--- config.mk ---
export PLATFORM = sky130hd
export DESIGN_NAME = regfile_wb
export DESIGN_NICKNAME = d
export VERILOG_FILES = /design/src/rtl/picomips_pkg.sv /design/src/rtl/en_reg.sv /design/src/rtl/regfile_wb.sv
export SDC_FILE = /design/constraint.sdc
export NUM_CORES = 1
export LEC_CHECK = 0
export CAP_MARGIN = 10
export CORE_MARGIN = 2
export CORE_UTILIZATION = 30
export DETAILED_ROUTE_END_ITERATION = 8
export REMOVE_ABC_BUFFERS = 1
export SYNTH_ARGS = -nofsm -noshare
export SYNTH_HDL_FRONTEND = slang
export SYNTH_SLANG_ARGS = --single-unit
--- constraint.sdc ---
create_clock -name clk -period 1.8 [get_ports clk]
set_input_delay 0.18 -clock clk [delete_from_list [all_inputs] [get_ports clk]]
set_output_delay 0.18 -clock clk [all_outputs]
set_load 0.005 [all_outputs]
--- src/rtl/picomips_pkg.sv ---
// ---------------------------------------------------------------------------
// picomips_pkg
// Shared constants for the picoMIPS datapath.
//   FLAG_V/N/Z/C : bit positions of the flags inside the 4-bit {V,N,Z,C} word
//   ZERO_REG     : index of the hardwired-zero register R0
//   PM_DATA_W    : default datapath width (ALU operand width)
// ---------------------------------------------------------------------------
package picomips_pkg;

    localparam int FLAG_V    = 3;
    localparam int FLAG_N    = 2;
    localparam int FLAG_Z    = 1;
    localparam int FLAG_C    = 0;

    localparam int ZERO_REG  = 0;

    localparam int PM_DATA_W = 8;

endpackage : picomips_pkg

--- src/rtl/en_reg.sv ---
// ---------------------------------------------------------------------------
// en_reg
// W-bit register with load enable and asynchronous active-high reset.
// Ports:
//   clk   in  1  rising-edge clock
//   reset in  1  asynchronous active-high reset, clears q to 0
//   en    in  1  load enable
//   d     in  W  data in
//   q     out W  registered data
// ---------------------------------------------------------------------------
module en_reg #(
    parameter int W = 8
) (
    input  logic         clk,
    input  logic         reset,
    input  logic         en,
    input  logic [W-1:0] d,
    output logic [W-1:0] q
);

    logic [W-1:0] r_q;

    always_ff @(posedge clk or posedge reset) begin
        if (reset)
            r_q <= '0;
        else if (en)
            r_q <= d;
    end

    assign q = r_q;

endmodule : en_reg

--- src/rtl/regfile_wb.sv ---
// ---------------------------------------------------------------------------
// regfile_wb
// Register file and write-back stage of the picoMIPS datapath. Supplies the
// two ALU operands combinationally and captures the ALU result, the ALU
// flags and the LED output on the rising clock edge.
// Ports:
//   clk      in  1   system clock, rising edge
//   reset    in  1   asynchronous active-high reset
//   ra_a     in  AW  read address A
//   ra_b     in  AW  read address B
//   rd_a     out n   read data A (ALU a_in)
//   rd_b     out n   read data B (ALU b_in)
//   we       in  1   register write enable
//   wa       in  AW  write address
//   wd       in  n   write data (ALU result)
//   flags_we in  1   flags register write enable
//   flags_in in  4   ALU flags {V,N,Z,C}
//   flags    out 4   registered flags {V,N,Z,C}
//   out_we   in  1   LED register write enable
//   leds     out n   registered LED output, loaded from wd
// ---------------------------------------------------------------------------
module regfile_wb
    import picomips_pkg::*;
#(
    parameter int n      = PM_DATA_W,
    parameter int NREG   = 8,
    parameter int AW     = $clog2(NREG),
    parameter bit BYPASS = 1'b1
) (
    input  logic          clk,
    input  logic          reset,
    input  logic [AW-1:0] ra_a,
    input  logic [AW-1:0] ra_b,
    output logic [n-1:0]  rd_a,
    output logic [n-1:0]  rd_b,
    input  logic          we,
    input  logic [AW-1:0] wa,
    input  logic [n-1:0]  wd,
    input  logic          flags_we,
    input  logic [3:0]    flags_in,
    output logic [3:0]    flags,
    input  logic          out_we,
    output logic [n-1:0]  leds
);

    // Stored register values; entry 0 is a constant zero, not storage.
    logic [n-1:0] w_regs [NREG];

    // A write is only effective for R1..R(NREG-1).
    logic w_wr_valid;
    assign w_wr_valid = we && (wa != AW'(ZERO_REG));

    assign w_regs[0] = '0;

    for (genvar k = 1; k < NREG; k++) begin : g_reg
        logic w_en;
        assign w_en = w_wr_valid && (wa == AW'(k));

        en_reg #(.W(n)) u_reg (
            .clk   (clk),
            .reset (reset),
            .en    (w_en),
            .d     (wd),
            .q     (w_regs[k])
        );
    end

    en_reg #(.W(4)) u_flags (
        .clk   (clk),
        .reset (reset),
        .en    (flags_we),
        .d     (flags_in),
        .q     (flags)
    );

    en_reg #(.W(n)) u_leds (
        .clk   (clk),
        .reset (reset),
        .en    (out_we),
        .d     (wd),
        .q     (leds)
    );

    // Combinational read with optional forwarding of the in-flight write.
    // w_wr_valid already excludes R0, so R0 can never be forwarded.
    always_comb begin
        rd_a = w_regs[ra_a];
        rd_b = w_regs[ra_b];
        if (BYPASS && w_wr_valid && (ra_a == wa))
            rd_a = wd;
        if (BYPASS && w_wr_valid && (ra_b == wa))
            rd_b = wd;
    end

endmodule : regfile_wb

; Yosys cells after proc, flatten, opt, wreduce, memory -nomap -nowiden
; Cells that the tools add are included.
[word_totals]
word_cells = 41
input_bits = 26
regBits = 68
[classes]
n_eq_ne = 9
bitwise = 2
order_cmp = 2
n_mux = 8
n_reduce_logical = 11
[op_table]
columns = cell, n
row1 = $bmux 8 s3, 2
row2 = $mux 8, 6
row3 = $eq 3x3->1 const B, 4
row4 = $logic_and 1x1->1, 10
row5 = $ge 4x4->1 const B, 2
row6 = $not 3->4, 2
row7 = $eq 3x2->1 const B, 2
row8 = $eq 3x3->1, 2
row9 = $eq 3x1->1 const B, 1
row10 = $reduce_bool 3->1, 1

; Logic depth before layout (Yosys ltp)
[depth]
depth_word = 5
depth_mapped = 6
depth_no_buf = 4

; By module
; A second synthesis with hierarchy kept.
[hier_totals]
cells_unflattened = 312
area_unflattened_um2 = 4117.7
[modules_own_cells]
columns = module, area_each_um2, instances, seq_area_each_um2, cells_per_inst
row1 = en_reg (g_reg[1].u_reg ...), 335.3, 8, 200.2, 18
row2 = regfile_wb, 1286.2, 1, 0.0, 159
row3 = en_reg (u_flags), 148.9, 1, 100.1, 9

; Worst setup path after synthesis
; No wires, ideal clock.
[synth_path]
path_kind = input-to-output
from = in wa[1]
to = out rd_b[0]
arrival_ps = 1213
stages = 6
n_path_buf = 2
path_slack_ps = 407
cell_sequence = buf_4 -> xor2_1 -> nor4_4 -> buf_6 -> nand2_1 -> o21ai_1
[synth_via]
elab_chain_cells = 4
[synth_lines]
columns = element, line_no
row1 = "start, declared", regfile_wb.sv:37  ; input logic [AW-1:0] wa,
row2 = $reduce_bool 3->1, regfile_wb.sv:51  ; assign w_wr_valid = we && (wa != AW'(ZERO_REG));
row3 = $logic_and 1x1->1, regfile_wb.sv:51
row4 = $logic_and 1x1->1 (*), regfile_wb.sv:91  ; if (BYPASS && w_wr_valid && (ra_b == wa))
row5 = $mux 8 (*), regfile_wb.sv:91
row6 = "end, declared", regfile_wb.sv:35  ; output logic [n-1:0] rd_b,
; Every way passes the cells marked *; elsewhere a longest branch is shown, timed or not.

; Final worst setup path
[layout_path]
from = reg g_reg[3].u_reg.r_q[3]
to = out rd_a[3]
[layout_via]
elab_chain_cells = 4
[layout_lines]
columns = element, line_no
row1 = "start, declared", en_reg.sv:21  ; logic [W-1:0] r_q;
row2 = "start signal, assigned", en_reg.sv:25  ; r_q <= '0;
row3 = "start signal, assigned", en_reg.sv:27  ; r_q <= d;
row4 = $bmux 8 s3, regfile_wb.sv:87  ; rd_a = w_regs[ra_a];
row5 = $mux 8 (not written as such) (2 in series), regfile_wb.sv:87
row6 = $mux 8, regfile_wb.sv:89  ; if (BYPASS && w_wr_valid && (ra_a == wa))
row7 = "end, declared", regfile_wb.sv:34  ; output logic [n-1:0] rd_a,
; Every way passes these cells. The select of a mux whose other input is x is not followed.

==> run summary <==
Sink Count - 68
DIE AREA - 13800 um2
first-pass GRT wire length - 17800 um
R2R Setup Slk - 0.86 ns
Worst Reg-to-Reg Cells - 2
Crit path depth - 6
Sequential Area - 1700 um2
number of global-route vias before repair - 3118
Overflow after GRT - 0
CP Capture Type - output port
CP Cell Sequence - buf_6 > mux2_4 > a221oi_2 > a221o_1 > o21ai_1 > buf_2
placed cell count - 558
Final Hold Vio Count - 0
Yosys warnings - 0
Req. time, crit path - 1.62 ns
list of most frequent post-synthesis cells - mux2_2, dfrtp_1, mux2i_1
P&R area growth vs syn - 46.1%
most frequent cell after synthesis - mux2_2
final worst path period need - 1.87 ns
LEAKAGE - 2.47 nW
crit path DAT - 1.69 ns
Syn Inst Count - 306
Slowest cell on crit path - dfrtp_1
crit path buf inv count - 2
area of the multi-input gates - 2220 um2
total CTS buffers - 9
Slew Limit Fails - 0
die extent in y - 118 um
Ant. Diodes - 0
Fin Setup TNS - -0.0806 ns
routability-driven placement congestion ratio - 0.864
Post-synth EDFFs - 0
CTS tree - done
status - complete, but fails checks
CTS Hold Bufs - 0
Hold Slack - 0.244 ns
number of synthesized register bits - 68
initial antenna violation count - 0
clk slew on worst S/H paths - 0.06 ns
Non-Filler Instances - 590
Fillers - 1187
DP Wirelength - 7350 um
DR iter-0 viols - 143
Root Driver - clkbuf_16
Final period util - 1.04
DR vias/cell - 4.94
Routed Antenna Nets - 0
H-tree depth reported by CTS - 3
post-synthesis sequential area ratio - 0.439
# rows - 41
Worst path max stage delay - 0.39 ns
Syn Area/Cell - 12.7 um2
final worst slack - -0.0676 ns
worst reg2reg path endpoint - g_reg[2].u_reg.q[5]
classification of the worst-slack hold path - input pin to async pin
Yosys top cell area share - 0.439
drc violations - 0
all-layer global routing usage - 0.168
critical path's top delay family - compound AO/OA/AOI/OAI gates
PD cells - 986 nW/um2
I/O Buffers - 53
DR WL/cell - 19.4 um
FF-to-FF Start - g_reg[2].u_reg.q[5]
Setup violations, final - 2
max-cap viol count - 0
CTS Buffer Depth - 2
dominant synthesized flop cell - dfrtp_1
clock latency on the worst-skew pair - 0.33 ns
worst-path maximum fanout - 2
Synth area leader - dfrtp_1
largest net degree at the start of global routing - 69
Mapped Area - 3870 um2
nets - 439
# IOs - 54
Async SR Flop Fraction - 1.00
share of layout cells above drive strength 1 - 0.550
main area contributors after synthesis - dfrtp_1, mux2_2, mux2i_1, a221o_1, a221oi_1
DR pass1 iterations - 4
worst IR drop on VDD - 477 uV
failing checks - negative setup slack
Core ar. - 12600 um2
critical path type - flip-flop to output port
Worst Setup Start Kind - flip-flop
fmax - 0.535 GHz
via count - 2913
Rel. slew slack - 0.627
Initial Util - 0.307
post-synthesis cell type count - 29
Die Width - 118 um
final wirelength - 11500 um
clk_skew - 0 ns
RSZ-0062 raised after global routing - yes
Slew @ Worst Pin - 0.557 ns
-- registers in the layout, indices dropped and copies added (netlist names) --
register,count
u_leds.q,8
g.u_reg.q,56
u_flags.q,4
-- cell type report --
cell class / count / share of cell area
sequential: 68 / 0.301
tap: 172 / 0.0380
inverter: 1 / 0.000663
clock inverter: 3 / 0.0119
multi-input combinational: 205 / 0.392
timing repair buffer: 128 / 0.209
clock buffer: 13 / 0.0477
-- worst max path at each step --
stage                        startpoint                   to  slack [ns]
floorplan                         reset  g_reg[1].u_reg.q[0]       -0.09
global placement                ra_b[2]              rd_b[4]       -0.78
detailed placement              ra_b[2]              rd_b[4]       -0.73
CTS                 g_reg[3].u_reg.q[3]              rd_a[3]       -0.09
global route        g_reg[3].u_reg.q[3]              rd_a[3]       -0.14
finish              g_reg[3].u_reg.q[3]              rd_a[3]       -0.07
-- metrics by stage --
stage               utilization  worst slack (ns)  cell area [um2]  power, W
floorplan                     -           -0.0915             3640   0.00272
global placement          0.392            -0.780             4940   0.00336
detailed placement        0.392            -0.735             4940   0.00340
CTS                       0.443           -0.0906             5590   0.00554
global route              0.449            -0.142             5660   0.00583
finish                    0.449           -0.0676             5660   0.00558
-- cells by family (layout without fill, tap and decap cells) --
| group | Yosys count | in the layout | share of synthesized area |
|---|---|---|---|
| compound gates | 49 | 49 | 0.104 |
| mux | 116 | 116 | 0.327 |
| buf+inv | 33 | 145 | 0.0613 |
| flops | 68 | 68 | 0.439 |
| xor+xnor | 6 | 6 | 0.0136 |
| simple gates | 34 | 34 | 0.0555 |
-- where the power goes --
part           switching, W  internal (W)  total (W)  leakage [nW]
Sequential         0.000222       0.00184    0.00206         0.812
Combinational      0.000613      0.000920    0.00153          1.49
Clock              0.000663       0.00133    0.00199         0.162
-- tightest hold or removal path: stages --
cell	delay (ns)
clkdlybuf4s50_1	0.41
inv_2	0.07
buf_12	0.32
-- routing by layer --
metal	GRT usage	share of wire
met1	0.207	0.44
met2	0.295	0.51
met3	0.0373	0.038
met4	0.0474	0.016
met5	0	0
-- timing repair --
item                                    in CTS  in global routing
gates resized for setup                    133                 20
pin swaps                                   19                 14
endpoints found under the setup margin      16                 16
cloned                                       2                  0
buffers inserted                            13                  1
hold endpoints to repair                     0                  0
-- layout by cell type (no fill, tap or decap), drive strengths merged, types with 2 or more instances in the layout --
master and instances:
o31ai 2, clkdlybuf4s50 27, and2 2, clkbuf 17, nand2 18, nor2b 3
buf 93, a221o 15, a221oi 15, nor4 2, dlygate4sd2 2, mux2 84
dfrtp 68, nor4bb 2, xor2 6, nand4b 3, clkdlybuf4s15 2, bufinv 2
mux2i 32, o21ai 15
Power figures use the tool's default switching activity.
